## config.mk

```make
export PLATFORM = sky130hd
export DESIGN_NAME = id_ex_module
export DESIGN_NICKNAME = d
export VERILOG_FILES = /design/src/rtl/cpu_pkg.sv /design/src/rtl/pipe_reg.sv /design/src/rtl/id_ex_module.sv
export SDC_FILE = /design/constraint.sdc
export NUM_CORES = 1
export LEC_CHECK = 0
export CORE_AREA = 2 2 130 132
export CTS_BUF_LIST = sky130_fd_sc_hd__clkbuf_8 sky130_fd_sc_hd__clkbuf_16
export CTS_CLUSTER_DIAMETER = 120
export DETAILED_ROUTE_END_ITERATION = 6
export DIE_AREA = 0 0 132 134
export PLACE_DENSITY = 0.79
export SLEW_MARGIN = 20
export SYNTH_ARGS = -nofsm -noshare
export SYNTH_HDL_FRONTEND = slang
export SYNTH_HIERARCHICAL = 1
export SYNTH_SLANG_ARGS = --single-unit
```

## constraint.sdc

```tcl
create_clock -name clk -period 0.8 [get_ports clk]
set_input_delay 0.24 -clock clk [delete_from_list [all_inputs] [get_ports clk]]
set_output_delay 0.24 -clock clk [all_outputs]
set_load 0.05 [all_outputs]
```

## src/rtl/cpu_pkg.sv

```systemverilog
// Shared CPU definitions: control-bundle widths, EX field positions and the
// default datapath width.
package cpu_pkg;

  localparam int XLEN = 32;

  localparam int EX_W = 3;
  localparam int M_W  = 3;
  localparam int WB_W = 2;

  // EX bundle layout: {ALUSrc, ALUOp[1:0]}
  localparam int ALUSRC_BIT = 2;
  localparam int ALUOP_MSB  = 1;
  localparam int ALUOP_LSB  = 0;
  localparam int ALUOP_W    = ALUOP_MSB - ALUOP_LSB + 1;

endpackage

```

## src/rtl/pipe_reg.sv

```systemverilog
// W-bit pipeline flop with synchronous active-high clear; a cleared control
// field reads as a bubble downstream.
module pipe_reg #(
  parameter int W = 1
) (
  input  logic         clk,
  input  logic         reset,
  input  logic [W-1:0] d_i,
  output logic [W-1:0] q_o
);

  logic [W-1:0] q_q;

  always_ff @(posedge clk) begin
    if (reset) q_q <= '0;
    else       q_q <= d_i;
  end

  assign q_o = q_q;

endmodule

```

## src/rtl/id_ex_module.sv

```systemverilog
// ID/EX pipeline register: captures decode-stage control and data every cycle
// and presents it to execute one cycle later; EX is split into ALUSrc/ALUOp.
module id_ex_module
  import cpu_pkg::*;
#(
  parameter int width = XLEN
) (
  input  logic               clk,
  input  logic               reset,
  input  logic [EX_W-1:0]    EX,
  input  logic [M_W-1:0]     M,
  input  logic [WB_W-1:0]    WB,
  input  logic [width-1:0]   pcAddr,
  input  logic [width-1:0]   reg1,
  input  logic [width-1:0]   reg2,
  input  logic [width-1:0]   immediate,
  input  logic [width-1:0]   instruction,
  output logic               ALUSrcOut,
  output logic [ALUOP_W-1:0] ALUOpOut,
  output logic [M_W-1:0]     MOut,
  output logic [WB_W-1:0]    WBOut,
  output logic [width-1:0]   pcAddrOut,
  output logic [width-1:0]   immediateOut,
  output logic [width-1:0]   reg1Out,
  output logic [width-1:0]   reg2Out,
  output logic [width-1:0]   instructionOut
);

  // Control fields
  pipe_reg #(.W(1)) u_alusrc (
    .clk(clk), .reset(reset), .d_i(EX[ALUSRC_BIT]), .q_o(ALUSrcOut)
  );
  pipe_reg #(.W(ALUOP_W)) u_aluop (
    .clk(clk), .reset(reset), .d_i(EX[ALUOP_MSB:ALUOP_LSB]), .q_o(ALUOpOut)
  );
  pipe_reg #(.W(M_W)) u_m (
    .clk(clk), .reset(reset), .d_i(M), .q_o(MOut)
  );
  pipe_reg #(.W(WB_W)) u_wb (
    .clk(clk), .reset(reset), .d_i(WB), .q_o(WBOut)
  );

  // Datapath fields
  pipe_reg #(.W(width)) u_pc (
    .clk(clk), .reset(reset), .d_i(pcAddr), .q_o(pcAddrOut)
  );
  pipe_reg #(.W(width)) u_reg1 (
    .clk(clk), .reset(reset), .d_i(reg1), .q_o(reg1Out)
  );
  pipe_reg #(.W(width)) u_reg2 (
    .clk(clk), .reset(reset), .d_i(reg2), .q_o(reg2Out)
  );
  pipe_reg #(.W(width)) u_imm (
    .clk(clk), .reset(reset), .d_i(immediate), .q_o(immediateOut)
  );
  pipe_reg #(.W(width)) u_instr (
    .clk(clk), .reset(reset), .d_i(instruction), .q_o(instructionOut)
  );

endmodule

```

==> impl_metrics.py <==
metrics = {
    "outcome": {
        "status": "complete, but fails checks",
        "violations": "negative setup slack",
    },
    "place": {
        "pre_cts_ws_ps": -178,
        "dp_hpwl_microns": 11900,
        "port_buffers": 337,
        "gp_congestion": 0.723,
    },
    "worst_setup_path": {
        "cp.arrival_ps": 930,
        "slowest_stage": "dfxtp_4",
        "path_buf_inv": 1,
        "crit_type": "register to output port",
        "crit_path_max_incr_delay_ps": 360,
        "crit_path_cell_trace": "buf_12",
        "crit_path_start_kind": "register",
        "critPathLaunch": "u_pc/q_o[30]$_SDFF_PP0_",
        "end_kind": "output port",
        "required_ps": 560,
        "cp_top_family": "flip-flops",
        "path_max_fanout": 1,
    },
    "global_route": {
        "grt-ovfl-total": 0,
        "grt_usage_pct": 16.9,
        "grt_pass1_wl_microns": 22300,
        "grt_pass1_vias": 3875,
        "grt_antenna_before_repair": 0,
        "grt_max_degree": 49,
    },
    "layout": {
        "nets": 868,
        "nFillCells": 1141,
        "syn2layout_area_growth_pct": 134,
        "n_antenna_cell": 0,
        "drive_above_1_share_pct": 52.9,
    },
    "logic_synthesis": {
        "syn_inst": 351,
        "synth_area_leaders": "dfxtp_1 (74%), nor2b_1 (23%), buf_4 (2.5%), nor2b_4 (0.30%)",
        "synth_commonest_cells": "dfxtp_1 (168), nor2b_1 (167), buf_4 (15)",
        "synth_area_per_cell_sq_um": 12.9,
        "yosysMostFrequentCell": "dfxtp_1",
        "async_flop_share_pct": 0,
        "synth_seq_cells": 168,
        "yosys.area.top_type": "dfxtp_1",
        "synth_fp_nets": 521,
        "yosysSeqAreaShare_pct": 74.2,
        "synth_warnings": 6,
        "synth_top_area_share_pct": 74.2,
        "synth_ff_type": "dfxtp_1",
        "yosysUniqueCellTypes": 4,
        "syn_area_sq_um": 4530,
        "synth_edf_count": 0,
    },
    "timing": {
        "max-slew-margin-rel_pct": 83.8,
        "drv_slew": 0,
        "setup-tns-final_ps": -56660,
        "fin_crit_ps": 1170,
        "rsz0062_at_grt": "yes",
        "max_freq_mhz": 854,
        "hold_ws_ps": 102,
        "finalCritPeriodShare_pct": 146,
        "finalHoldViolations": 0,
        "worst_pin_slew_ps": 242,
        "setup_viol": 168,
        "worst_slack_ps": -371,
    },
    "power_and_ir_drop": {
        "p_leak_nw": 4.26,
        "peakVddDrop_mv": 1.35,
        "fin_total_pwr_w": 0.0219,
        "power_density_nw_per_um2": 2060,
    },
    "die": {
        "start_util_pct": 27.8,
        "coreArea_sq_um": 16300,
        "die_x_microns": 132,
        "io_pins": 338,
        "fp-row-count": 47,
        "die-area_sq_um": 17700,
        "die_y_microns": 134,
    },
    "route": {
        "wire_per_inst_microns": 15.7,
        "num_vias": 3626,
        "wl_met1_microns": 4940,
        "first_iter_violations": 85,
        "drc_errors": 0,
        "final_antenna_net_count": 0,
        "first_pass_iters": 4,
        "vias_per_cell": 3.89,
        "top_layer": "met4",
        "dr_wl_met3_microns": 1450,
        "wl_microns": 14600,
        "wl_met2_microns": 7680,
    },
    "cts": {
        "cts_sinks": 168,
        "cts_tree": "built",
        "post_cts_buffers": 0,
        "clockBufferDepth": 2,
        "cts_buffers": 17,
        "h-tree-depth": 4,
        "clockRootBuffer": "clkbuf_16",
        "clk_pin_slew_worst_paths_ps": 70,
    },
    "flow_run": {
        "cap_violations": 0,
    },
    "hold_path": {
        "min_path_type": "input port to register",
        "hold_path_startpoint": "reset",
    },
}
-- state kept, by name, indices dropped and copies added (netlist names) --
signal	count
u_wb/q_o	2
u_imm/q_o	32
u_instr/q_o	32
u_reg2/q_o	32
u_reg1/q_o	32
u_m/q_o	3
u_aluop/q_o	2
u_pc/q_o	32
u_alusrc/q_o	1
-- kinds of logic (layout without fill, tap and decap cells) --
family / Yosys count / count (layout) / synth area share, %
flops: 168 / 168 / 74.2
buf+inv: 15 / 375 / 2.48
simple gates: 168 / 168 / 23.3
-- power breakdown --
group	total (W)	internal (W)	switching [W]
combinational	0.00476	0.00262	0.00214
sequential	0.00929	0.00891	0.000376
clock	0.00781	0.00419	0.00362
total	0.0219	0.0157	0.00614
-- layer usage --
metal | GRT usage, % | vias to the layer above
li1 | - | 1750
met1 | 16.1 | 1625
met2 | 30.3 | 218
met3 | 8.20 | 33
met4 | 8.51 | 0
met5 | 0 | -
-- layout make-up --
type,instances,area [sq um],share of cell area [%]
Clock buffer,18,439,4.14
Multi-Input combinational cell,168,1060,9.97
Timing Repair Buffer,343,5130,48.4
Tap cell,220,275,2.59
Clock inverter,14,126,1.19
Sequential cell,168,3580,33.7
-- through the flow --
| step | util (%) | cell area (sq um) | std cells |
|---|---|---|---|
| after floorplan | - | 4740 | 351 |
| after global placement | 61.6 | 10000 | 899 |
| after detailed placement | 61.6 | 10000 | 899 |
| after CTS | 65.2 | 10600 | 931 |
| after global routing | 65.2 | 10600 | 931 |
| final | 65.2 | 10600 | 931 |
-- final timing paths --
path                   endpoint  cells after the start
min   u_reg2/q_o[15]$_SDFF_PP0_                      2
max               pcAddrOut[30]                      1
-- cell usage in the layout, fill, tap and decap left out --
| master | count |
|---|---|
| clkbuf_16 | 17 |
| dfxtp_4 | 2 |
| clkdlybuf4s50_1 | 168 |
| buf_4 | 4 |
| nor2b_4 | 1 |
| clkinvlp_4 | 3 |
| buf_12 | 171 |
| inv_6 | 7 |
| clkbuf_8 | 1 |
| nor2b_1 | 167 |
| inv_8 | 3 |
| dfxtp_2 | 166 |
| clkinv_4 | 1 |
-- repair_timing --
action | in CTS | in global routing
gates cloned | 0 | 0
endpoints found under the setup margin | 168 | 168
hold buffers | 0 | 0
resized for setup | 2 | 0
Note: power is estimated with default switching activity, not from simulation.
==> RTL change 1: new RTL, config.mk and constraints unchanged <==
Put a register stage on the output `reg2Out`. The value now appears one clock later. The other outputs are not delayed to match.
--- a/src/rtl/id_ex_module.sv
+++ b/src/rtl/id_ex_module.sv
@@ -26,6 +26,8 @@
   output logic [width-1:0]   instructionOut
 );
 
+  logic [width-1:0] reg2Out_d;
+
   // Control fields
   pipe_reg #(.W(1)) u_alusrc (
     .clk(clk), .reset(reset), .d_i(EX[ALUSRC_BIT]), .q_o(ALUSrcOut)
@@ -48,7 +50,7 @@
     .clk(clk), .reset(reset), .d_i(reg1), .q_o(reg1Out)
   );
   pipe_reg #(.W(width)) u_reg2 (
-    .clk(clk), .reset(reset), .d_i(reg2), .q_o(reg2Out)
+    .clk(clk), .reset(reset), .d_i(reg2), .q_o(reg2Out_d)
   );
   pipe_reg #(.W(width)) u_imm (
     .clk(clk), .reset(reset), .d_i(immediate), .q_o(immediateOut)
@@ -57,5 +59,9 @@
     .clk(clk), .reset(reset), .d_i(instruction), .q_o(instructionOut)
   );
 
+  always_ff @(posedge clk) begin
+      reg2Out <= reg2Out_d;
+  end
+
 endmodule
 
Behaviour: not the same (Yosys sat finds a counterexample within 4 cycles, from zero or initial values and one cycle with reset high).
==> RTL change 1 against the unedited design <==
Critical endpoint is now ALUOpOut[0]. Global-route usage rose by 1.2 points. Cell count rose by 3.7%. Cell area rose by 6.6%. First-iteration DRC count rose by 4.7%. Sequential power rose by 18%. Critical path type unchanged. Routed wire length rose by 6.9%. Clock power rose by 7.9%. Synthesized cell count rose by 9.1%. Setup slack got worse by 0.045 ns. The flow still finishes with violations (negative setup slack). Total power rose by 11%. Sequential cell count rose by 32. Synthesized area rose by 14%.
==> RTL change 1: results <==
set metrics [dict create \
    num_vias 3832 \
    power.density_mw_per_mm2 2140 \
    async_flop_share 0 \
    ir_drop_mv 1.382 \
    synth_fa_ha_area_frac 0 \
    nClkBuffers 17 \
    grt_util_met1 0.1712 \
    seq_share 0.3734 \
    drive_gt1_frac 0.5074 \
    cts_buffer_depth 2 \
    post_cts_resized 3 \
    track_usage 0.1812 \
    diodes 0 \
    fin_nets 902 \
    yosys-top-cells-count "dfxtp_1 (200), nor2b_1 (167), buf_4 (15)" \
    drt_iter0_markers 89 \
    leakagePower_nw 4.559 \
    worst_ep_arrival_time_ns 0.98 \
    pre_cts_ws_ns -0.2047 \
    violations "negative setup slack" \
    fill_cells 1073 \
    seq_area_frac_synth 0.7737 \
    synth.area.top_cells "dfxtp_1 (77%), nor2b_1 (20%), buf_4 (2.2%)" \
    setup_viol 168 \
    powerSeq_mw 11.0 \
    finalSetupTns_ns -58.24 \
    grt_pass1_wl_mm 23.68 \
    max_freq_ghz 0.8228 \
    wire_per_inst_um 16.21 \
    use_met3 0.08163 \
    clockNetworkAreaShare 0.05232 \
    grtUsageMet2 0.3339 \
    buffers 345 \
    power.share.switching 0.2707 \
    synth_nets 553 \
    place.gp.congestion 0.7341 \
    dpl.hpwl_mm 12.48 \
    buf_share 0.4564 \
    status "complete, but fails checks" \
    ys_ff_latch 200 \
    grt_max_degree 71 \
    grt_pass1_vias 4254 \
    worst_slack_ns -0.4153 \
]
==> RTL change 1: cell count changes after synthesis <==
| cell | unedited run | this run |
|---|---|---|
| dfxtp_1 | 168 | 200 |
==> RTL change 1: path summary, 6_finish.rpt <==
check | startpoint | end | slack (ns) | cells after the start
min reg2reg | u_reg2/q_o[12] | reg2Out[12] | 0.32 | 0
max reg2reg | u_reg2/q_o[31] | reg2Out[31] | 0.38 | 0
min | reset | u_aluop/q_o[0] | 0.28 | 3
max | u_aluop/q_o[0] | ALUOpOut[0] | -0.42 | 1
==> RTL change 1: through the flow <==
step	hold WS [ns]	cells	cell area, µm²
floorplan	0.2969	383	5385
detailed placement	0.3120	933	10710
finish	0.2805	965	11310
CTS	0.2746	965	11310
global placement	0.3097	933	10710
global route	0.2921	965	11310
==> RTL change 1: metal layers <==
metal  routed length (µm)  part of all wire  vias up
li1                     -                 -     1854
met1                 5105              0.33     1737
met2                 8636              0.55      212
met3                 1427             0.091       29
met4                  474             0.030        0
met5                    0                 0        -
==> RTL change 2: new RTL, same flow settings <==
Without the edit above. Change the package constant `M_W` from 3 to 2.
--- a/src/rtl/cpu_pkg.sv
+++ b/src/rtl/cpu_pkg.sv
@@ -5,7 +5,7 @@
   localparam int XLEN = 32;
 
   localparam int EX_W = 3;
-  localparam int M_W  = 3;
+  localparam int M_W  = 2;
   localparam int WB_W = 2;
 
   // EX bundle layout: {ALUSrc, ALUOp[1:0]}
Interface: changed (resized M and MOut); port bits go from 338 to 336. No check against the original RTL was run, so the function may have changed too.
==> RTL change 2 against the unedited design <==
The flow still finishes with violations (negative setup slack). Setup slack better by 0.0044 ns. Clock power up 6.4%. Total power up 2.0%. Core utilization up 0.35 points. Cell count up 0.11%. Cell area up 0.54%. Die area unchanged. Sequential share of layout area down 0.31 points. Synthesized area down 0.58%. Sequential cell count down 1. Routed wire length down 2.4%. Largest cell class unchanged.
==> RTL change 2: results <==
set metrics [dict create \
    holdPathEnd "u_pc/q_o[1]" \
    yosys-top-cells-count "dfxtp_1 (167), nor2b_1 (166), buf_4 (15)" \
    pre_cts_ws_ns -0.1699 \
    status "complete, but fails checks" \
    p_clk_mw 8.31 \
    num_vias 3569 \
    seq_area_frac_synth 0.7416 \
    post_dp_cell_area_mm2 0.01005 \
    drive_gt1_frac 0.5309 \
    port_buffers 335 \
    finalSetupTns_ns -53.94 \
    worst_ep_arrival_time_ns 0.93 \
    diodes 0 \
    maxSlewHeadroom 0.7945 \
    cts_buffer_depth 2 \
    avgSynthCellArea_um2 12.92 \
    grt_pass1_wl_mm 21.81 \
    synth_nets 518 \
    final_cells 932 \
    place.gp.congestion 0.7285 \
    drt_iter0_markers 93 \
    synth.area.top_cells "dfxtp_1 (74%), nor2b_1 (23%), buf_4 (2.5%)" \
    slowest_stage "dfxtp_2" \
    grt_pass1_vias 3883 \
    placed_cells 900 \
    hold_depth 3 \
    holdWs_ns 0.2029 \
    worst_slack_ns -0.3663 \
    dpl.hpwl_mm 11.89 \
    setup_viol 167 \
    violations "negative setup slack" \
    leakagePower_nw 4.296 \
    wl_mm 14.28 \
    track_usage 0.1649 \
    synth_most_common_cell "dfxtp_1" \
    p_clk_frac 0.373 \
    power.share.switching 0.2596 \
    comb_power_mw 4.75 \
    ys_warn_count 6 \
    grt_max_degree 72 \
    ir_drop_mv 1.267 \
]
==> RTL change 2: changes by cell type after synthesis, sizes merged <==
| cell | unedited run | this run |
|---|---|---|
| dfxtp | 168 | 167 |
| nor2b | 168 | 167 |
==> RTL change 2: kinds of logic after synthesis <==
kind of cell  after synthesis  share of synthesized area
simple gates              167                     0.2334
flops                     167                     0.7416
buf+inv                    15                    0.02498
==> RTL change 2: layer usage <==
metal | vias up | wire length [µm] | track usage
li1 | 1748 | - | -
met1 | 1586 | 4739 | 0.1577
met2 | 207 | 7784 | 0.3024
met3 | 28 | 1398 | 0.07974
met4 | 0 | 360 | 0.06824
met5 | - | 0 | 0
==> RTL change 2: area by class of cell <==
type / instances / area (µm²)
Clock buffer: 18 / 439.2
Clock inverter: 14 / 171.4
Fill cell: 1098 / 5619
Multi-Input combinational cell: 167 / 1052
Sequential cell: 167 / 3565
Tap cell: 220 / 275.3
Timing Repair Buffer: 346 / 5167
==> RTL change 2: what timing repair did <==
action                                  in CTS  in global routing
endpoints found under the setup margin     167                167
setup buffers                                0                  0
resized for setup                            4                  1
endpoints found under the hold margin        0                  0
==> RTL change 2: worst max-delay path by stage <==
stage                          from                 end  slack [ns]  depth (start not counted)
detailed placement        pcAddr[6]         u_pc/q_o[6]       -0.17                          2
global route        u_instr/q_o[27]  instructionOut[27]       -0.40                          1
floorplan            u_aluop/q_o[0]         ALUOpOut[0]        0.11                          0
CTS                  u_aluop/q_o[0]         ALUOpOut[0]       -0.39                          1
global placement              WB[0]         u_wb/q_o[0]       -0.19                          2
finish              u_instr/q_o[27]  instructionOut[27]       -0.37                          1
